`src/rtl/unidade_busca_pkg.sv`:
```
// unidade_busca_pkg
// Shared definitions for the instruction fetch unit:
//   estado_e     - FSM state encoding (mirrored as localparam constants)
//   HALT_OPCODE  - opcode that stops fetching once it is accepted downstream
//   PC_W         - program counter / memory address width
//   INSTR_W      - instruction byte width
// Optional feature macro used by the unit: UNIDADE_BUSCA_STEP_EN.
package unidade_busca_pkg;

   localparam int PC_W    = 4;
   localparam int INSTR_W = 8;

   localparam logic [3:0] HALT_OPCODE = 4'hF;

   typedef enum logic [2:0] {
      E_IDLE  = 3'd0,
      E_FETCH = 3'd1,
      E_WAIT  = 3'd2,
      E_ISSUE = 3'd3,
      E_HALT  = 3'd4
   } estado_e;

   // Plain constants with the same encoding, for legacy code that compares
   // against raw vectors.
   localparam logic [2:0] S_IDLE  = 3'd0;
   localparam logic [2:0] S_FETCH = 3'd1;
   localparam logic [2:0] S_WAIT  = 3'd2;
   localparam logic [2:0] S_ISSUE = 3'd3;
   localparam logic [2:0] S_HALT  = 3'd4;

endpackage

```
`src/rtl/unidade_busca_if.sv`:
```
// unidade_busca_if
// Memory bus plus downstream instruction handshake of the fetch unit.
//   mem_addr/mem_rd/mem_data  - program memory read (data one cycle after mem_rd)
//   instr_out/opcode/operando - held instruction byte and its two nibbles
//   instr_valid/instr_ready   - downstream handshake
//   jump_en/jump_addr         - redirect, looked at only on the handshake edge
//   estado                    - current FSM state (debug visibility)
// Handshake: an instruction transfers on a rising clock edge where
// instr_valid and instr_ready are both 1; while instr_valid is 1 and no
// transfer has happened, instr_out does not change. instr_ready while
// instr_valid is 0 means nothing.
interface unidade_busca_if;
   import unidade_busca_pkg::*;

   logic [PC_W-1:0]    mem_addr;
   logic               mem_rd;
   logic [INSTR_W-1:0] mem_data;
   logic [INSTR_W-1:0] instr_out;
   logic [3:0]         opcode;
   logic [3:0]         operando;
   logic               instr_valid;
   logic               instr_ready;
   logic               jump_en;
   logic [PC_W-1:0]    jump_addr;
   logic [2:0]         estado;

   // Fetch unit side.
   modport master (
      output mem_addr, mem_rd, instr_out, opcode, operando, instr_valid, estado,
      input  mem_data, instr_ready, jump_en, jump_addr
   );

   // Memory / downstream stage side.
   modport slave (
      input  mem_addr, mem_rd, instr_out, opcode, operando, instr_valid, estado,
      output mem_data, instr_ready, jump_en, jump_addr
   );

endinterface

```
`src/rtl/unidade_busca_contador_pc.sv`:
```
// contador_pc
// Program counter register.
//   clock, reset - rising-edge clock, synchronous active-high reset (pc=0)
//   load         - load load_val (wins over inc)
//   inc          - pc+1, wrapping from 4'hF to 4'h0
//   load_val     - jump target
//   pc           - current value
module contador_pc
   import unidade_busca_pkg::*;
(
   input  logic            clock,
   input  logic            reset,
   input  logic            load,
   input  logic            inc,
   input  logic [PC_W-1:0] load_val,
   output logic [PC_W-1:0] pc
);

   always_ff @(posedge clock) begin
      if (reset) begin
         pc <= '0;
      end else if (load) begin
         pc <= load_val;
      end else if (inc) begin
         // Natural modulo-16 wrap, no carry out.
         pc <= pc + 1'b1;
      end
   end

endmodule

```
`src/rtl/unidade_busca.sv`:
```
// unidade_busca
// Instruction fetch unit: reads one byte per instruction from program memory
// at pc, holds it, offers it downstream and advances or redirects pc when it
// is accepted. A HALT_OPCODE instruction stops the unit until reset.
//   clock, reset - rising-edge clock, synchronous active-high reset
//   start        - level, leaves IDLE
//   bus          - unidade_busca_if.master (memory bus + instruction handshake)
//   pc           - program counter (also drives bus.mem_addr)
//   halted       - halt instruction has been accepted
//   step         - single-step advance, only with UNIDADE_BUSCA_STEP_EN
// Optional feature macro: UNIDADE_BUSCA_STEP_EN.
module unidade_busca
   import unidade_busca_pkg::*;
(
   input  logic            clock,
   input  logic            reset,
   input  logic            start,
   unidade_busca_if.master bus,
   output logic [PC_W-1:0] pc,
   output logic            halted
`ifdef UNIDADE_BUSCA_STEP_EN
   ,
   input  logic            step
`endif
);

   logic [2:0]         estado_q;
   logic [INSTR_W-1:0] instr_q;
   logic               aguarda_step;
   logic               handshake;
   logic               is_halt;
   logic               pc_load;
   logic               pc_inc;

   assign is_halt   = (instr_q[7:4] == HALT_OPCODE);
   assign handshake = bus.instr_valid && bus.instr_ready;
   // jump_en/jump_addr only matter here, on the accepting edge.
   assign pc_load   = handshake && !is_halt && bus.jump_en;
   assign pc_inc    = handshake && !is_halt && !bus.jump_en;

   contador_pc u_contador_pc (
      .clock    (clock),
      .reset    (reset),
      .load     (pc_load),
      .inc      (pc_inc),
      .load_val (bus.jump_addr),
      .pc       (pc)
   );

`ifdef UNIDADE_BUSCA_STEP_EN
   // Set after a non-halt handshake: the unit parks in ISSUE with nothing
   // offered until step releases it into the next fetch.
   always_ff @(posedge clock) begin
      if (reset) begin
         aguarda_step <= 1'b0;
      end else if (estado_q == S_ISSUE) begin
         if (aguarda_step) begin
            if (step) aguarda_step <= 1'b0;
         end else if (handshake && !is_halt) begin
            aguarda_step <= 1'b1;
         end
      end
   end
`else
   assign aguarda_step = 1'b0;
`endif

   always_ff @(posedge clock) begin
      if (reset) begin
         estado_q <= S_IDLE;
         instr_q  <= '0;
      end else begin
         case (estado_q)
            S_IDLE:  if (start) estado_q <= S_FETCH;
            S_FETCH: estado_q <= S_WAIT;
            S_WAIT: begin
               instr_q  <= bus.mem_data;
               estado_q <= S_ISSUE;
            end
            S_ISSUE: begin
`ifdef UNIDADE_BUSCA_STEP_EN
               if (aguarda_step) begin
                  if (step) estado_q <= S_FETCH;
               end else if (handshake) begin
                  // Non-halt case stays in ISSUE with aguarda_step set.
                  if (is_halt) estado_q <= S_HALT;
               end
`else
               if (handshake) estado_q <= is_halt ? S_HALT : S_FETCH;
`endif
            end
            S_HALT:  estado_q <= S_HALT;
            default: estado_q <= S_IDLE;
         endcase
      end
   end

   assign bus.mem_addr    = pc;
   assign bus.mem_rd      = (estado_q == S_FETCH);
   assign bus.instr_out   = instr_q;
   assign bus.opcode      = instr_q[7:4];
   assign bus.operando    = instr_q[3:0];
   assign bus.instr_valid = (estado_q == S_ISSUE) && !aguarda_step;
   assign bus.estado      = estado_q;
   assign halted          = (estado_q == S_HALT);

endmodule

```
`src/flat_wrapper.sv`:
```
// flat-port wrapper written by rule: the top's interface ports become plain ports
module unidade_busca_flat import unidade_busca_pkg::*;
  (clock, reset, start, pc, halted, bus_mem_addr, bus_mem_rd, bus_instr_out, bus_opcode, bus_operando, bus_instr_valid, bus_estado, bus_mem_data, bus_instr_ready, bus_jump_en, bus_jump_addr);
  unidade_busca_if bus_i ();
  input  logic clock;
  input  logic reset;
  input  logic start;
  output logic [PC_W-1:0] pc;
  output logic halted;
  output wire logic [$bits(bus_i.mem_addr)-1:0] bus_mem_addr;
  output wire logic [$bits(bus_i.mem_rd)-1:0] bus_mem_rd;
  output wire logic [$bits(bus_i.instr_out)-1:0] bus_instr_out;
  output wire logic [$bits(bus_i.opcode)-1:0] bus_opcode;
  output wire logic [$bits(bus_i.operando)-1:0] bus_operando;
  output wire logic [$bits(bus_i.instr_valid)-1:0] bus_instr_valid;
  output wire logic [$bits(bus_i.estado)-1:0] bus_estado;
  input wire logic [$bits(bus_i.mem_data)-1:0] bus_mem_data;
  input wire logic [$bits(bus_i.instr_ready)-1:0] bus_instr_ready;
  input wire logic [$bits(bus_i.jump_en)-1:0] bus_jump_en;
  input wire logic [$bits(bus_i.jump_addr)-1:0] bus_jump_addr;
  assign bus_mem_addr = bus_i.mem_addr;
  assign bus_mem_rd = bus_i.mem_rd;
  assign bus_instr_out = bus_i.instr_out;
  assign bus_opcode = bus_i.opcode;
  assign bus_operando = bus_i.operando;
  assign bus_instr_valid = bus_i.instr_valid;
  assign bus_estado = bus_i.estado;
  assign bus_i.mem_data = bus_mem_data;
  assign bus_i.instr_ready = bus_instr_ready;
  assign bus_i.jump_en = bus_jump_en;
  assign bus_i.jump_addr = bus_jump_addr;
  unidade_busca u_core (.clock(clock), .reset(reset), .start(start), .bus(bus_i), .pc(pc), .halted(halted));
endmodule
```
`config.mk`:
```
export PLATFORM = sky130hd
export DESIGN_NAME = unidade_busca_flat
export DESIGN_NICKNAME = d
export VERILOG_FILES = /design/src/rtl/unidade_busca_pkg.sv /design/src/rtl/unidade_busca_if.sv /design/src/rtl/unidade_busca_contador_pc.sv /design/src/rtl/unidade_busca.sv /design/src/flat_wrapper.sv
export SDC_FILE = /design/constraint.sdc
export NUM_CORES = 1
export LEC_CHECK = 0
export ABC_AREA = 0
export ABC_CLOCK_PERIOD_IN_PS = 1200
export BUFFER_PORTS_ARGS = -buffer_cell sky130_fd_sc_hd__buf_2
export CAP_MARGIN = 20
export CORE_MARGIN = 3
export CORE_UTILIZATION = 35
export DETAILED_ROUTE_END_ITERATION = 16
export GPL_TIMING_DRIVEN = 0
export PLACE_DENSITY = 0.69
export RECOVER_POWER = 100
export SLEW_MARGIN = 25
export SYNTH_ARGS = -nofsm -noshare
export SYNTH_HDL_FRONTEND = slang
export SYNTH_SLANG_ARGS = --single-unit
export TNS_END_PERCENT = 10
```
`constraint.sdc`:
```
create_clock -name clock -period 1.2 [get_ports clock]
set_input_delay 0.06 -clock clock [delete_from_list [all_inputs] [get_ports clock]]
set_output_delay 0.06 -clock clock [all_outputs]
set_load 0.005 [all_outputs]
```
==> PnR_summary.wiki <==
{| class="wikitable"
! Metric !! Value
|-
| CTS Buf Count || 3
|-
| Nets || 158
|-
| Maximum number of pins on one net before global-route repair || 11
|-
| EDFF count, synth || 0
|-
| Placeable Area || 2062 µm²
|-
| CTS tree || yes
|-
| Buffers from clock root to sink, at most || 2
|-
| Proportion of netlist area held by the largest area contributor || 37.21%
|-
| Share of cells above drive strength 1 || 53.96%
|-
| Chip Width || roughly 54 µm
|-
| Minimum clock period after layout || 1.229 ns
|-
| Layout Skew || between 0.003 and 0.004 ns
|-
| Number of distinct library cells after synthesis || 29
|-
| Post-Route Utilization || 55.89%
|-
| Initial standard-cell utilization of the core || 39.14%
|-
| Post-synth top area cell || dfxtp_1
|-
| Normalized max-slew margin || 70.35%
|-
| Slowest library cell on the worst path || or4_4
|-
| Synth Area per Inst || 9.384 µm²
|-
| Global-route wire length before repair || 2960 µm
|-
| # clock sinks || 15
|-
| Detailed-route DRC error count || 0
|-
| Root buf cell || clkbuf_4
|-
| Setup-failing EPs final || 1
|-
| Sequential share of the synthesized area || between 30 and 40%
|-
| Net count after synthesis || 104
|-
| Number of ports placed on the die boundary || 47
|-
| Ordered cell list for the critical path || and4_4 -> or4_4 -> o32ai_2
|-
| Transition time at the pin with the least slew margin || approximately 0.44 ns
|-
| CP Class || flop to flop
|-
| Hold-fix buffers, CTS || 0
|-
| Kind of cell adding the most delay to the critical path || simple AND/OR/NAND/NOR gates
|-
| List of most frequent post-synthesis cells || dfxtp_1, buf_4, nor2_1
|-
| Weighted congestion reported at the end of routability-driven placement || 0.7081
|-
| Full die area || 2918 µm²
|-
| Filler Cell Count || 190
|-
| Largest stage delay on the critical path || 0.51 ns
|-
| Total number of vias || a little under 800
|-
| Height of the chip || 54.02 µm
|-
| Min-delay worst type || primary input to flop
|-
| Number of global-route vias before repair || 683
|-
| Final number of max-transition violations || 0
|-
| Number of hold-slack violations in the final timing report || 0
|-
| Clock transition at the registers of the reported paths || 0.09 ns
|-
| Hold path startpoint || bus_mem_data[4]
|-
| Layout area overhead || 42.79%
|-
| Max Fclk || 813.8 MHz
|-
| Number of diodes || 0
|-
| Final global-route overflow total || 0
|-
| Main flop type after synthesis || dfxtp_1
|-
| Count of mapped cells out of synthesis || 86
|-
| DR vias/cell || 4.783
|-
| VDD IR-drop max || 0.9446 mV
|-
| Critical path startpoint || u_core.bus.instr_out[4]
|-
| Arrival time worst endpoint || between 1 and 1.5 ns
|-
| Least setup slack across all paths after layout || -0.02885 ns
|-
| Cell count after placement || 158
|-
| Number of rows created at floorplan || 16
|-
| Highest net fanout along the worst path || 4
|-
| Static leakage power || 0.0006027 µW
|-
| Worst path buffer plus inverter count || 0
|-
| Antenna Nets Post-Route || 0
|-
| Count of warnings emitted by yosys || 0
|-
| Result of the run || finished with violations
|-
| Synth top area cells || dfxtp_1, buf_4, mux2i_1
|-
| Worst endpoint required time || approximately 1.4 ns
|-
| Final worst path period share || 102.4%
|-
| Detailed-router iteration count before antenna repair || 4
|-
| Flop and latch count out of synthesis || 15
|-
| Count of input and output buffers || 45
|-
| Initial DRC Count || 5
|-
| Kind of launch point of the worst setup path || flop
|-
| Final wirelength || 1892 µm
|-
| Setup repair after global routing missed its margin || true
|-
| Clock latency at the later pin of the worst-skew pair || 0.28 ns
|-
| Power per cell area || 960.9 nW/µm²
|-
| Asr flop ratio synth || 0%
|-
| Number of antenna violations at the first check in global routing || 0
|-
| Routed length per instance || 11.40 µm
|-
| Violated checks || negative setup slack
|-
| # H-tree levels || 1
|-
| Capturing element type of the critical path || flop
|-
| Sum of net half-perimeters after detailed placement || 1414 µm
|-
| Startpoint of the worst-slack reg-to-reg timing path || u_core.bus.instr_out[4]
|-
| Final Non-Filler Cells || 166
|-
| Post-synthesis instance area || 807.0 µm²
|-
| Most common cell in the synthesized netlist || dfxtp_1
|-
| Max-Cap Viols || 0
|-
| Total routing resource utilization after global routing || approximately 14%
|}
==> metal layers <==
metal  wire length (µm)  track usage [%]  vias up  share of wire (%)
li1                   -                -      403                  -
met1                867            18.24      346                 46
met2                791            21.57       43                 42
met3                223            5.540        2                 12
met4                 10            1.245        0               0.53
met5                  0                0        -                  0
==> power by group <==
group	switching, µW	internal, µW	leakage, µW	total [µW]
clock	158	129	0.0000150	286
sequential	25.6	527	0.000124	553
combinational	116	152	0.000463	268
total	299	808	0.000603	1110
==> cells in the final DEF, fill, tap and decap left out <==
cell and n:
nor3b_2 2, buf_4 11, o211ai_1 1, dfxtp_4 1
nor3b_1 1, and4b_2 1, and4_4 1, buf_2 41
a21oi_1 3, mux2i_1 10, o21ai_0 1, o32ai_2 1
clkbuf_4 7, or4_4 1, a221oi_1 1, dfxtp_1 10
a31oi_1 2, o21a_1 1, a211oi_1 1, nor2b_1 1
ha_1 1, a311oi_1 1, dfxtp_2 4, buf_6 3
nor2_1 13, a31o_2 1, nand2_1 2, nand4_1 2
nand4b_4 1, nand2b_1 1, and3b_1 1, clkbuf_1 8
inv_1 2, a21boi_0 1
==> final timing paths <==
kind	end	slack (ns)	cells past startpoint
setup / recovery	u_core.u_contador_pc.pc[3]	-0.03	3
hold / removal	u_core.bus.instr_out[4]	0.02	3
setup reg to reg	u_core.u_contador_pc.pc[3]	-0.03	3
hold reg to reg	u_core.bus.instr_out[3]	0.53	2
==> kinds of logic (layout without fill, tap and decap cells) <==
family / count (synthesis) / after routing / share of synthesized area, %
compound gates: 14 / 14 / 12.09
buf+inv: 19 / 72 / 16.28
flops: 15 / 15 / 37.21
fa+ha+maj: 1 / 1 / 1.550
simple gates: 27 / 27 / 20.47
mux: 10 / 10 / 12.40
==> what timing repair did <==
item	CTS	global route
cloned	0	1
setup buffers	0	3
pin swaps	2	2
setup endpoints to repair	11	14
gates resized for setup	6	4
==> worst register-to-register path: stages, from the launching register on <==
cell and delay, ns:
dfxtp_4 0.35, and4_4 0.20, or4_4 0.51, o32ai_2 0.09
==> flip-flops by register name, summed over array words and instances, names as in the netlist <==
| name | flops |
|---|---|
| u_core.bus.estado | 3 |
| u_core.u_contador_pc.pc | 4 |
| u_core.bus.instr_out | 8 |
==> stage by stage <==
stage               setup TNS (ns)  hold slack [ns]  power [µW]  cell area (µm²)  setup WS [ns]
CTS                       -0.07323         0.007591        1107             1116       -0.04155
finish                    -0.02885          0.01545        1107             1152       -0.02885
global route               -0.5946          0.01905        1174             1152       -0.07517
detailed placement         -0.2550           0.3024       814.0             1072       -0.04360
global placement           -0.2125           0.2907       808.1             1072       -0.03036
floorplan                        0           0.1321       714.7            813.3       0.002463
==> cell type report <==
type                    instances  area, µm²  share of cell area (%)
plain buffers                  17      131.4                   11.40
clock buffers                   4      26.28                   2.280
inverters                       2      7.507                  0.6515
multi-input cells              52      397.9                   34.53
flip-flops and latches         15      309.0                   26.82
well taps                      27      33.78                   2.932
repair buffers                 49      246.5                   21.39
(Power assumes the default switching activity.)
